File: src/rtl/alu_op_sequencer.sv
// Start/done handshake initiator for the add/sub/mul/div units: accepts one request,
// pulses the selected unit's start, waits for done (with a watchdog) and returns the result.
module alu_op_sequencer #(
  parameter int TIMEOUT_CYCLES = 64,
  parameter int UNIT_COUNT     = 4
) (
  input  logic                    clk,
  input  logic                    rst_n,
  input  logic                    req_valid,
  output logic                    req_ready,
  input  logic [1:0]              req_op,
  input  logic [7:0]              req_a,
  input  logic [7:0]              req_b,
  output logic [UNIT_COUNT-1:0]   unit_start,
  output logic [7:0]              unit_a,
  output logic [7:0]              unit_b,
  input  logic [UNIT_COUNT-1:0]   unit_done,
  input  logic [16*UNIT_COUNT-1:0] unit_result,
  output logic                    rsp_valid,
  input  logic                    rsp_ready,
  output logic [15:0]             rsp_result,
  output logic [1:0]              rsp_op,
  output logic                    rsp_timeout,
  output logic [7:0]              timeout_count
);

  typedef enum logic [1:0] {
    S_IDLE,
    S_ISSUE,
    S_WAIT,
    S_RESP
  } state_t;

  state_t      state, state_nxt;
  logic [1:0]  op_q;
  logic [7:0]  wait_cnt;
  logic        done_sel;
  logic [15:0] result_sel;
  logic        last_cnt;

  assign done_sel   = unit_done[op_q];
  assign result_sel = unit_result[{op_q, 4'b0000} +: 16];
  assign last_cnt   = (wait_cnt == 8'(TIMEOUT_CYCLES - 1));

  always_comb begin
    // NOTE: default first so every path assigns state_nxt; otherwise a latch is inferred.
    state_nxt = state;
    case (state)
      S_IDLE:  if (req_valid && req_ready) state_nxt = S_ISSUE;
      S_ISSUE: state_nxt = S_WAIT;
      S_WAIT:  if (done_sel || last_cnt) state_nxt = S_RESP;
      S_RESP:  if (rsp_ready) state_nxt = S_IDLE;
      default: state_nxt = S_IDLE;
    endcase
  end

  always_ff @(posedge clk or negedge rst_n) begin
    // NOTE: sequential state uses non-blocking assignments so all registers update together.
    if (!rst_n) state <= S_IDLE;
    else        state <= state_nxt;
  end

  // Start is decoded from the state register, so it is one cycle wide and drops with reset.
  always_comb begin
    unit_start = '0;
    if (state == S_ISSUE) unit_start[op_q] = 1'b1;
  end

  assign rsp_valid = (state == S_RESP);
  assign rsp_op    = op_q;

  always_ff @(posedge clk or negedge rst_n) begin
    if (!rst_n) begin
      req_ready     <= 1'b0;
      op_q          <= '0;
      unit_a        <= '0;
      unit_b        <= '0;
      wait_cnt      <= '0;
      rsp_result    <= '0;
      rsp_timeout   <= 1'b0;
      timeout_count <= '0;
    end else begin
      // Registered ready keeps the request side free of input-to-output paths.
      req_ready <= (state_nxt == S_IDLE);
      case (state)
        S_IDLE: begin
          if (req_valid && req_ready) begin
            op_q   <= req_op;
            unit_a <= req_a;
            unit_b <= req_b;
          end
        end
        S_ISSUE: wait_cnt <= '0;
        S_WAIT: begin
          wait_cnt <= wait_cnt + 8'd1;
          if (done_sel) begin
            rsp_result  <= result_sel;
            rsp_timeout <= 1'b0;
          end else if (last_cnt) begin
            rsp_result  <= '0;
            rsp_timeout <= 1'b1;
            if (timeout_count != 8'hFF) timeout_count <= timeout_count + 8'd1;
          end
        end
        default: ;
      endcase
    end
  end

endmodule
File: config.mk
export PLATFORM = sky130hd
export DESIGN_NAME = alu_op_sequencer
export DESIGN_NICKNAME = d
export VERILOG_FILES = /design/src/rtl/alu_op_sequencer.sv
export SDC_FILE = /design/constraint.sdc
export NUM_CORES = 1
export LEC_CHECK = 0
export ABC_AREA = 1
export CAP_MARGIN = 10
export CORE_ASPECT_RATIO = 0.9
export CORE_MARGIN = 2
export CORE_UTILIZATION = 38
export CTS_CLUSTER_DIAMETER = 200
export DETAILED_ROUTE_END_ITERATION = 10
export PLACE_DENSITY = 0.76
export SETUP_SLACK_MARGIN = 0.15
export SLEW_MARGIN = 10
export SYNTH_ARGS = -nofsm -noshare
export SYNTH_HDL_FRONTEND = slang
export SYNTH_SLANG_ARGS = --single-unit
File: constraint.sdc
create_clock -name clk -period 3.1 [get_ports clk]
set_input_delay 0.31 -clock clk [delete_from_list [all_inputs] [get_ports clk]]
set_output_delay 0.31 -clock clk [all_outputs]
set_load 0.02 [all_outputs]
== Word level (Yosys, flattened, before mapping) ==
Index checks and enable logic that the tools add are counted.

* $add $sub $neg: 2
* $lt $le $gt $ge: 2
* Equality and inequality tests: 5
* Shift-type cells: 1
* Multiplexer cells: 14
* Bitwise gates (word level): 1
* Reductions and logical operators: 10

{| class="wikitable"
|+ Operator list
! kind !! count
|-
| $shiftx A64 B7 Y16 || 1
|-
| $mux W16 || 2
|-
| $add A8 B1 Y8 const B || 2
|-
| $pmux W8 S2 || 1
|-
| $eq A8 B6 Y1 const B || 1
|-
| $ne A8 B8 Y1 const B || 1
|-
| $pmux W2 S4 || 1
|-
| $mux W2 || 3
|-
| $eq A2 B2 Y1 const B || 2
|-
| $logic_not A2 Y1 || 2
|-
| $mux W1 || 4
|-
| $mux W4 || 1
|-
| $reduce_and A2 Y1 || 2
|-
| $reduce_and A4 Y1 || 1
|-
| $reduce_bool A2 Y1 || 2
|-
| $lt A2 B3 Y1 const B || 1
|-
| $bmux W1 S2 || 1
|-
| $demux W1 S2 || 1
|-
| $eq A2 B1 Y1 const B || 1
|-
| $ge A2 B1 Y1 const B || 1
|-
| $logic_and A1 B1 Y1 || 2
|-
| $logic_or A1 B1 Y1 || 1
|-
| $not A1 Y1 || 1
|}

* Register bits: 54
* Logic and storage cells: 44

== Depth between registers and ports, before layout ==
* Depth after elaboration: 6
* Gate-level depth with buffers: 11

== Worst setup path after synthesis ==
No wires, ideal clock.

* Kind: reg-to-reg
* Start: reg state[0]
* End: reg timeout_count[2]
* Setup time: 0.122 ns
* Data arrival time: 1.586 ns
* Data required time: 2.978 ns
* Setup slack: 1.393 ns
* Cell stages (with the launch flop): 11
* Buffers on the path: 1
* Cells stage by stage: dfrtp_1 inv_1 ha_1 inv_1 nor3_2 nand2_4 nor2_8 nand2_2 buf_6 nand2_1 o21ai_2

* Cells in the longest elaborated chain, start to end: 2

{| class="wikitable"
|+ RTL lines
! what !! RTL line !! source
|-
| start: declaration || 34 || <nowiki>state_t state, state_nxt;</nowiki>
|-
| start signal: assignment || 60 || <nowiki>else state <= state_nxt;</nowiki>
|-
| $eq A2 B2 Y1 || 85 || <nowiki>case (state)</nowiki>
|-
| $reduce_and A4 Y1 (no source line) || - ||
|-
| end signal: assignment || 102 || <nowiki>if (timeout_count != 8'hFF) timeout_count <= timeout_count + 8'd1;</nowiki>
|-
| end: declaration || 24 || <nowiki>output logic [7:0] timeout_count</nowiki>
|}

Every way passes these cells.
A chain may end at the register's enable or synchronous reset.

== Final worst setup path ==
* Start: reg state[1]
* End: out unit_start[2]

* Cells in the longest elaborated chain, start to end: 2

{| class="wikitable"
|+ RTL lines
! what !! RTL line !! source
|-
| $eq A2 B1 Y1 || 66 || <nowiki>if (state == S_ISSUE) unit_start[op_q] = 1'b1;</nowiki>
|-
| $mux W4 || 66 ||
|-
| end: declaration || 14 || <nowiki>output logic [UNIT_COUNT-1:0] unit_start,</nowiki>
|}

Every way passes these cells.

==> flow_results.xml <==
<?xml version="1.0" encoding="UTF-8"?>
<metrics>
  <group name="outcome">
    <metric name="status" unit="">completed</metric>
  </group>
  <group name="placed_design">
    <metric name="placement.cell_area" unit="sq um">4264</metric>
    <metric name="routabilityCongestion" unit="">0.8376</metric>
    <metric name="dp_hpwl" unit="um">6089</metric>
    <metric name="portBuffers" unit="">138</metric>
  </group>
  <group name="floorplanning">
    <metric name="chipWidth" unit="um">94.79</metric>
    <metric name="start_util" unit="">0.3964</metric>
    <metric name="placementRows" unit="">29</metric>
    <metric name="dieArea" unit="sq um">8124</metric>
    <metric name="fp.dieH" unit="um">85.71</metric>
    <metric name="i_o_pins" unit="">139</metric>
    <metric name="core" unit="sq um">7112</metric>
  </group>
  <group name="setup_path">
    <metric name="cp_data_arrival_time" unit="ps">1920</metric>
    <metric name="timing.critical_path.slowest_cell_delay" unit="ps">640</metric>
    <metric name="path_class" unit="">reg2out</metric>
    <metric name="crit_path_frequent_cell" unit="">inv_1</metric>
    <metric name="crit_path_start_kind" unit="">register</metric>
    <metric name="reg2reg_from" unit="">state[0]</metric>
    <metric name="critPathTopFamily" unit="">buffers and inverters</metric>
    <metric name="cp.buffers_inverters" unit="">3</metric>
    <metric name="critical_path_start" unit="">state[1]</metric>
    <metric name="crit_path_top_delay_cell" unit="">clkdlybuf4s50_1</metric>
    <metric name="crit_path_cell_trace" unit="">inv_1 -&gt; ha_1 -&gt; inv_1 -&gt; nor3_1 -&gt; clkdlybuf4s50_1</metric>
    <metric name="worst_ep_required_time" unit="ps">2790</metric>
    <metric name="timing.critical_path.to_type" unit="">output pin</metric>
    <metric name="worstPathMaxFanout" unit="">5</metric>
  </group>
  <group name="routing">
    <metric name="wl_per_cell" unit="um">14.02</metric>
    <metric name="post_drt_antenna_nets" unit="">0</metric>
    <metric name="dr.first_iter.drc_count" unit="">137</metric>
    <metric name="detail_route.first_pass.iterations" unit="">4</metric>
    <metric name="vias" unit="">2713</metric>
    <metric name="vias_per_cell" unit="">4.951</metric>
    <metric name="drc_errors" unit="">0</metric>
    <metric name="drt_wl_total" unit="um">7683</metric>
  </group>
  <group name="synthesis">
    <metric name="ys.warnings.count" unit="">0</metric>
    <metric name="yosysTopAreaCellShare" unit="">0.4794</metric>
    <metric name="ys_seq_elements" unit="">54</metric>
    <metric name="postSynth.topFlopCell" unit="">dfrtp_1</metric>
    <metric name="post-synth-top-area-cell" unit="">dfrtp_1</metric>
    <metric name="syn_inst" unit="">317</metric>
    <metric name="synth_cell_types" unit="">26</metric>
    <metric name="netlist_area" unit="sq um">2819</metric>
    <metric name="post_synth.cell_area_avg" unit="sq um">8.893</metric>
    <metric name="synth-edff-count" unit="">0</metric>
    <metric name="postSynthNetCount" unit="">414</metric>
    <metric name="synthArstFlopShare" unit="">1.000</metric>
    <metric name="synth_area_leaders" unit="">dfrtp_1 (48%), nand2_1 (14%), mux2_2 (6.4%)</metric>
    <metric name="yosysSeqAreaShare" unit="">0.4794</metric>
  </group>
  <group name="pwr">
    <metric name="irDropWorstVdd" unit="mV">0.5331</metric>
    <metric name="p_leak" unit="uW">0.001984</metric>
    <metric name="p_per_area" unit="nW/um^2">780.9</metric>
  </group>
  <group name="cts">
    <metric name="cts_hold_buf" unit="">0</metric>
    <metric name="post_cts_setup_buffers" unit="">0</metric>
    <metric name="htreeDepth" unit="">2</metric>
    <metric name="cts_max_path_buffers" unit="">2</metric>
    <metric name="clock_tree_root_buffer_cell" unit="">clkbuf_8</metric>
    <metric name="cts_sinks" unit="">54</metric>
    <metric name="cts_tree" unit="">done</metric>
    <metric name="clkSlewWorstSetupHoldPaths" unit="ps">100</metric>
    <metric name="cts_repair_resize_count" unit="">0</metric>
    <metric name="clkLatencyLatePin" unit="ps">310</metric>
    <metric name="cts_inserted_buffers" unit="">5</metric>
  </group>
  <group name="global_routing">
    <metric name="global_route.overflow_total" unit="">0</metric>
    <metric name="initial_antenna_violation_count" unit="">0</metric>
    <metric name="largest_net_degree_at_the_start_of_global_routing" unit="">38</metric>
    <metric name="grt_first_pass_wirelength" unit="um">12430</metric>
    <metric name="grtUsageTotal" unit="">0.1928</metric>
    <metric name="grt_pass1_vias" unit="">2688</metric>
  </group>
  <group name="sta">
    <metric name="grt_setup_unrepaired" unit="">no</metric>
    <metric name="fmaxAchievable" unit="GHz">0.4480</metric>
    <metric name="finalHoldViolations" unit="">0</metric>
    <metric name="worst_clock_skew" unit="ps">3.888</metric>
    <metric name="fin_setup_tns" unit="ps">0</metric>
    <metric name="final_cycle_utilization_of_the_critical_path" unit="">0.7200</metric>
    <metric name="worst_slew_margin_rel" unit="">0.4193</metric>
    <metric name="final_max_slew_viol_count" unit="">0</metric>
    <metric name="setup_viol" unit="">0</metric>
    <metric name="minimum_clock_period" unit="ps">2232</metric>
    <metric name="timing_worst_slew_pin_value" unit="ps">869.0</metric>
  </group>
  <group name="final_layout">
    <metric name="n_antenna_cell" unit="">0</metric>
    <metric name="most_common_cell_after_layout_fill_and_taps_aside" unit="">clkdlybuf4s50_1</metric>
    <metric name="final.fill_count" unit="">635</metric>
    <metric name="mostFrequentLayoutCells" unit="">clkdlybuf4s50_1 (137), nand2_1 (104), dfrtp_1 (54), nand3_1 (26), a22oi_1 (21)</metric>
    <metric name="layout.nets" unit="">551</metric>
    <metric name="post-route-cell-area" unit="sq um">4358</metric>
    <metric name="flow.area_growth_from_synthesis" unit="%">54.59</metric>
    <metric name="post_route_cells_drive_above_1_share" unit="">0.09231</metric>
  </group>
  <group name="job">
    <metric name="max_cap_viol_count" unit="">0</metric>
  </group>
  <group name="min_path">
    <metric name="holdCritPathClass" unit="">in2async</metric>
  </group>
</metrics>
cell type report:
cell class                      count  area, sq um  area share
Timing Repair Buffer              141         1399      0.3210
Tap cell                           93        116.4     0.02670
Multi-Input combinational cell    237         1341      0.3078
Sequential cell                    54         1351      0.3101
Clock buffer                        5        68.82     0.01579
Inverter                           15        56.30     0.01292
Clock inverter                      3        25.02    0.005742
stage by stage:
| stage | power (uW) | setup slack, ps | hold WS (ps) | utilization | cells |
|---|---|---|---|---|---|
| floorplan | 2220 | 1393 | 14.41 | - | 317 |
| global placement | 2990 | 1091 | 436.0 | 0.5996 | 540 |
| detailed placement | 3020 | 1055 | 442.9 | 0.5996 | 540 |
| CTS | 3431 | 849.2 | 92.48 | 0.6128 | 548 |
| global route | 3649 | 712.3 | 136.7 | 0.6128 | 548 |
| finish | 3403 | 868.0 | 72.42 | 0.6128 | 548 |
registers in the layout (all words and copies together) (netlist names):
register       count
unit_a             8
wait_cnt           8
unit_b             8
state              2
rsp_op             2
req_ready          1
timeout_count      8
rsp_result        16
rsp_timeout        1
report_power, final:
part           switching [uW]  internal [uW]
combinational            1030            848
clock                     237            163
sequential                169            955
total                    1440           1970
worst register-to-register path: stages (launching register included):
cell and delay [ps]:
dfrtp_1 430, inv_1 150, ha_1 320, inv_1 110
nor3_2 220, nand2_4 200, nor2_8 170, nand2_2 180
xor2_1 180
cell families (layout without fill, tap and decap cells):
logic type | count (synthesis) | after routing | share of synthesized area
AO/OA/AOI/OAI | 39 | 39 | 0.09276
XOR/XNOR | 8 | 8 | 0.02486
adder cells (fa/ha/maj) | 7 | 7 | 0.03107
buffers and inverters | 26 | 164 | 0.04483
flip-flops | 54 | 54 | 0.4794
multiplexers | 16 | 16 | 0.06391
AND/OR/NAND/NOR | 167 | 167 | 0.2632
metal layers:
layer | global-route usage | routed length [um]
met1 | 0.2608 | 3337
met2 | 0.3069 | 3646
met3 | 0.04482 | 529
met4 | 0.06192 | 169
met5 | 0 | 0
worst paths after layout:
check | to | slack (ps) | depth (start not counted)
min | rsp_result[10] | 70 | 1
min reg2reg | rsp_result[13] | 510 | 2
max | unit_start[2] | 870 | 5
max reg2reg | timeout_count[0] | 1040 | 8
max in group asynchronous | timeout_count[1] | 2300 | 2
min in group clk | rsp_result[13] | 510 | 2
cells in the mapped netlist, types with 2 or more instances:
master and number:
nand4_1 7, a21oi_1 11, nand2_2 4, ha_1 7, nor3_1 6, a22oi_1 21, nand3_1 26, inv_2 2
mux2_2 16, o21ai_2 3, xor2_1 3, xnor2_1 5, inv_1 13, buf_6 3, buf_2 5, nand2_1 104
clkbuf_1 3, o21ai_0 3, nor2_1 15, dfrtp_1 54
No activity file was read; power rests on OpenSTA's default activity.
==> variant 1, RTL diff (same settings) <==
The 4 states of `state_t` get a Gray code encoding in 2 bits.
--- a/src/rtl/alu_op_sequencer.sv
+++ b/src/rtl/alu_op_sequencer.sv
@@ -25,10 +25,10 @@
 );
 
   typedef enum logic [1:0] {
-    S_IDLE,
-    S_ISSUE,
-    S_WAIT,
-    S_RESP
+    S_IDLE  = 2'b00,
+    S_ISSUE = 2'b01,
+    S_WAIT  = 2'b11,
+    S_RESP  = 2'b10
   } state_t;
 
   state_t      state, state_nxt;
Formal check against the unedited RTL: no difference found for any inputs over 10 cycles, from zero or initial values and one cycle with rst_n low; not proved beyond that.
==> variant 1 against the unedited design <==
Sequential cell count is the same. Design area is 3.0% higher. Final cell count up 15%. Register-to-register slack gained 0.06 ns. Total power is 0.31% lower. Synthesized area grew 5.4%. Critical path type unchanged. Wire length rose by 6.5%. Worst setup slack got worse by 0.23 ns. Sequential share of layout area down 0.92 points. Count of clock-buffer cells in the layout is 2 higher.
==> variant 1: results (changes against the unedited design) <==
initial antenna violation count = 0 (unchanged)
r2r setup slk = 1.10 ns (was 1.04 ns)
worst flop-to-flop path endpoint = timeout_count[6] (was timeout_count[0])
Num Clock Sinks = 54 (unchanged)
Leak = 0.002083 µW (was 0.001984 µW)
asr flop ratio synth = 100.0% (unchanged)
first-pass detailed-route iteration total = 4 (unchanged)
Area contributors post-synth = dfrtp_1 45%, nand2_1 21%, nand3_1 12%, nand4_1 3.6%, buf_2 2.2% (was dfrtp_1 48%, nand2_1 14%, mux2_2 6.4%, a22oi_1 5.6%, nand3_1 4.6%)
Setup TNS = 0 ns (unchanged)
Max FO, Critical Path = 9 (was 5)
layout cells sized above 1 = 5.037% (was 9.231%)
r2r startpoint = rsp_op[0] (was state[0])
first-pass GRT wire length = 13330 µm (was 12430 µm)
post-synth cell types = 26 (unchanged)
via/cell ratio = 4.894 (was 4.951)
Slew @ Worst Pin = 0.7390 ns (was 0.8690 ns)
CTS H-tree depth = 2 (unchanged)
n_diodes = 0 (unchanged)
Inserted Clock Buffers = 5 (unchanged)
status = complete, no violations (unchanged)
Post-DP HPWL = 6410 µm (was 6089 µm)
syn nets = 496 (was 414)
grt ovf = 0 (unchanged)
Root Driver = clkbuf_8 (unchanged)
Yosys warnings = 0 (unchanged)
Port Buf Inserts = 138 (unchanged)
crit path launch = state[0] (was state[1])
max cap viols = 0 (unchanged)
GRT Total Usage = 19.01% (was 19.28%)
Worst R2R Path Depth = 8 (unchanged)
Final nets = 627 (was 551)
crit path DAT = 2.15 ns (was 1.92 ns)
clk_lat worst skew = 0.30 ns
skew final = 0.009290 ns (was 0.003888 ns)
clock buffer depth = 2 (unchanged)
vias in the first global route = 2886 (was 2688)
Hold WC Path Type = in -> async (unchanged)
Synth top cells by count = 170 x nand2_1, 69 x nand3_1, 54 x dfrtp_1, 17 x nand4_1, 17 x nor2_1 (was 104 x nand2_1, 54 x dfrtp_1, 26 x nand3_1, 21 x a22oi_1, 16 x mux2_2)
Max VDD drop = 0.2680 mV (was 0.5331 mV)
pin count of the biggest net entering global routing = 35 (was 38)
final RePlAce weighted congestion = 0.8379 (was 0.8376)
max reg flops = 16 (unchanged)
drt wl/cell = 12.95 µm (was 14.02 µm)
critical path endpoint = unit_start[0] (was unit_start[2])
Seq/Total Area, Yosys = 45.47% (was 47.94%)
Clock transition at path regs = 0.10 ns (about the same)
Resized Gates After CTS = 0 (unchanged)
number of fill cells = 683 (was 635)
Largest Register = rsp_result (unchanged)
DRT iter0 DRCs = 88 (was 137)
Post-CTS Setup Bufs = 0 (unchanged)
==> variant 1: cell count changes after synthesis, moves of 3 or more <==
cell and change:
nand2_1 +66, nand3_1 +43, a22oi_1 -21, mux2_2 -16
nand4_1 +10, a21oi_1 -9, o21ai_0 +9, buf_2 +8
ha_1 -5, xnor2_1 -5, clkbuf_1 -3, inv_1 +3
o21ai_2 -3
==> variant 1: report_power, final <==
part / internal, µW / leakage (µW) / switching (µW)
Combinational: 764 / 0.00133 / 1050
Clock: 242 / 0.0000524 / 218
Sequential: 935 / 0.000700 / 184
Total: 1940 / 0.00208 / 1450
==> variant 1: how the worst min path moves through the flow <==
stage	cells after the start	to	from	slack [ns]
floorplan	0	req_ready	rst_n	0.01
global placement	1	rsp_op[1]	rst_n	0.42
detailed placement	1	unit_b[3]	rst_n	0.43
CTS	1	unit_b[3]	rst_n	0.09
global route	1	timeout_count[5]	rst_n	0.11
finish	1	unit_b[3]	rst_n	0.06
==> variant 1: worst max-delay path: stages, from the launching register on <==
cell             delay, ns
dfrtp_1               0.51
inv_1                 0.16
nor2_1                0.18
inv_1                 0.12
nor3_1                0.20
clkdlybuf4s50_1       0.67
==> variant 1: cell type report <==
type                            count  area share, %
Clock buffer                        7          1.700
Clock inverter                      1         0.6687
Inverter                           21          1.811
Multi-Input combinational cell    311          31.74
Sequential cell                    54          30.09
Tap cell                           96          2.675
Timing Repair Buffer              142          31.32
==> variant 1: routing by layer <==
layer	global-route usage, %	part of all wire, %	vias up
met5	0	0	-
li1	-	-	1570
met1	23.51	43	1388
met4	4.040	1.1	0
met3	5.108	7.5	8
met2	34.03	49	127
==> variant 1: cells by family after synthesis <==
kind of cell | share of synthesized area, %
buffers and inverters | 6.568
AOI/OAI and AO/OA | 2.653
and+or+nand+nor | 43.28
xor gates and xnor gates | 1.179
DFF | 45.47
adders and majority gates | 0.8420
==> variant 1: through the flow <==
step / cell area [µm²] / hold slack (ns) / setup WS [ns] / util (%) / instances
2_1_floorplan: 2972 / 0.01441 / 1.331 / - / 404
6_report: 4491 / 0.05817 / 0.6404 / 59.52 / 632
3_5_place_dp: 4384 / 0.4317 / 0.9479 / 58.11 / 624
5_1_grt: 4491 / 0.1065 / 0.4477 / 59.52 / 632
4_1_cts: 4491 / 0.09402 / 0.6025 / 59.52 / 632
3_3_place_gp: 4384 / 0.4230 / 0.9944 / 58.11 / 624
==> variant 2, RTL diff (same flow settings) <==
Without the edit above. The parameter `UNIT_COUNT` goes from 4 to 8.
--- a/src/rtl/alu_op_sequencer.sv
+++ b/src/rtl/alu_op_sequencer.sv
@@ -2,7 +2,7 @@
 // pulses the selected unit's start, waits for done (with a watchdog) and returns the result.
 module alu_op_sequencer #(
   parameter int TIMEOUT_CYCLES = 64,
-  parameter int UNIT_COUNT     = 4
+  parameter int UNIT_COUNT     = 8
 ) (
   input  logic                    clk,
   input  logic                    rst_n,
Interface: changed (resized unit_done, unit_result and unit_start); port bits go from 139 to 211. The function was not compared with the original's and may differ.
==> variant 2 against the unedited design <==
Critical endpoint is now unit_start[0]. Synthesized area increased by 1.7%. Sequential cell count stayed put. Critical path type unchanged. Wire length grew 2.9%. Register-to-register slack improved by 0.05 ns. Total power grew 0.65%. Die area is 1.6% higher. Design area rose by 0.14%. Core utilization is 2.6 points lower. Worst setup slack improved by 0.012 ns.
==> variant 2: results (changes against the unedited design) <==
asr flop ratio synth = 100.0% (unchanged)
Max FO, Critical Path = 5 (unchanged)
Yosys warnings = 0 (unchanged)
drt wl/cell = 14.14 µm (was 14.02 µm)
r2r startpoint = rsp_op[0] (was state[0])
post-route ant nets = 0 (unchanged)
Max VDD drop = 0.3109 mV (was 0.5331 mV)
clk_lat worst skew = 0.31 ns (about the same)
Final Max Tran Viols = 0 (unchanged)
internal power = 1965 µW (was 1966 µW)
Final nets = 628 (was 551)
CP max-delay cell = clkdlybuf4s50_1 (unchanged)
n_diodes = 0 (unchanged)
Port Buf Inserts = 138 (unchanged)
crit path DAT = 1.91 ns
Hold WC Path Type = in -> async (unchanged)
Slew HR = 24.52% (was 41.93%)
Area contributors post-synth = dfrtp_1 47%, nand2_1 14%, mux2_2 6.3%, a22oi_1 5.5%, nand3_1 5.2% (was dfrtp_1 48%, nand2_1 14%, mux2_2 6.4%, a22oi_1 5.6%, nand3_1 4.6%)
number of fill cells = 676 (was 635)
first-pass detailed-route iteration total = 4 (unchanged)
Largest Register = rsp_result (unchanged)
r2r setup slk = 1.09 ns (was 1.04 ns)
post-synth cell types = 28 (was 26)
DRT iter0 DRCs = 72 (was 137)
vias in the first global route = 2816 (was 2688)
Root Driver = clkbuf_8 (unchanged)
Max stage delay on crit path = 0.63 ns
pin count of the biggest net entering global routing = 49 (was 38)
CTS H-tree depth = 2 (unchanged)
Inserted Clock Buffers = 5 (unchanged)
Leak = 0.001975 µW (was 0.001984 µW)
Seq/Total Area, Yosys = 47.14% (was 47.94%)
Post-DP HPWL = 6077 µm (was 6089 µm)
final wirelength = 7902 µm (was 7683 µm)
Post-CTS Setup Bufs = 0 (unchanged)
Syn Inst Count = 329 (was 317)
Resized Gates After CTS = 0 (unchanged)
GRT Total Usage = 20.19% (was 19.28%)
first-pass GRT wire length = 13120 µm (was 12430 µm)
Synth top cells by count = 109 x nand2_1, 54 x dfrtp_1, 30 x nand3_1, 21 x a22oi_1, 16 x mux2_2 (was 104 x nand2_1, 54 x dfrtp_1, 26 x nand3_1, 21 x a22oi_1, 16 x mux2_2)
Worst R2R Path Depth = 5 (was 8)
clock buffer depth = 2 (unchanged)
worst flop-to-flop path endpoint = rsp_result[14] (was timeout_count[0])
status = complete, no violations (unchanged)
placed insts = 552 (was 540)
Clock transition at path regs = 0.09 ns
die width = 95.55 µm (was 94.79 µm)
via/cell ratio = 4.936 (was 4.951)
initial antenna violation count = 0 (unchanged)
crit path launch = state[1] (unchanged)
skew final = 0.006594 ns (was 0.003888 ns)
final RePlAce weighted congestion = 0.8128 (was 0.8376)
pre-CTS setup slack = 1.049 ns (was 1.055 ns)
layout cells sized above 1 = 7.991% (was 9.231%)
max reg flops = 16 (unchanged)
-- variant 2: how the worst max path moves through the flow --
stage | endpoint | slack [ns] | depth (start not counted)
2_1_floorplan | wait_cnt[7] | 1.49 | 9
3_3_place_gp | unit_a[5] | 1.07 | 5
3_5_place_dp | unit_b[0] | 1.05 | 5
4_1_cts | unit_start[0] | 0.86 | 5
5_1_grt | unit_start[2] | 0.73 | 5
6_report | unit_start[0] | 0.88 | 5
-- variant 2: metal layers --
metal	vias to the layer above	part of all wire [%]	track usage (%)
li1	1351	-	-
met5	-	0	0
met3	8	6.0	4.174
met1	1305	42	24.76
met4	0	1.6	6.234
met2	95	50	35.54
-- variant 2: layout make-up --
cell class,count,share of cell area [%]
Clock buffer,5,1.577
Clock inverter,2,0.3154
Inverter,17,1.577
Multi-Input combinational cell,246,31.11
Sequential cell,54,30.96
Tap cell,96,2.752
Timing Repair Buffer,139,31.71
-- variant 2: power groups by stage --
stage / combinational [µW] / sequential [µW] / clock (µW)
floorplan: 908 / 1370 / 0
global placement: 1880 / 1120 / 0
detailed placement: 1930 / 1140 / 0
CTS: 1930 / 1130 / 402
global route: 2100 / 1160 / 432
finish: 1910 / 1120 / 390
-- variant 2: cell families after synthesis --
family / count (synthesis) / share of synthesized area [%]
AND/OR/NAND/NOR: 174 / 26.54
flip-flops: 54 / 47.14
AO/OA/AOI/OAI: 38 / 8.817
buffers and inverters: 32 / 5.893
multiplexers: 16 / 6.285
adder cells (fa/ha/maj): 7 / 3.055
XOR/XNOR: 7 / 2.139
other: 1 / 0.1308
-- variant 2: critical path: cells and delay by family, from the launching register on --
| kind | cells | cell delay (ns) |
|---|---|---|
| buffers and inverters | 3 | 0.84 |
| flip-flops | 1 | 0.44 |
| adder cells (fa/ha/maj) | 1 | 0.18 |
| AND/OR/NAND/NOR | 1 | 0.15 |
-- variant 2: metrics by stage --
| stage | power [µW] | instance area (µm²) | hold WS [ns] |
|---|---|---|---|
| after detailed placement | 3069 | 4282 | 0.4748 |
| final | 3425 | 4364 | 0.1896 |
| after CTS | 3462 | 4364 | 0.2212 |
| after floorplan | 2281 | 2878 | 0.01441 |
| after global placement | 3004 | 4282 | 0.4811 |
| after global routing | 3689 | 4364 | 0.2712 |
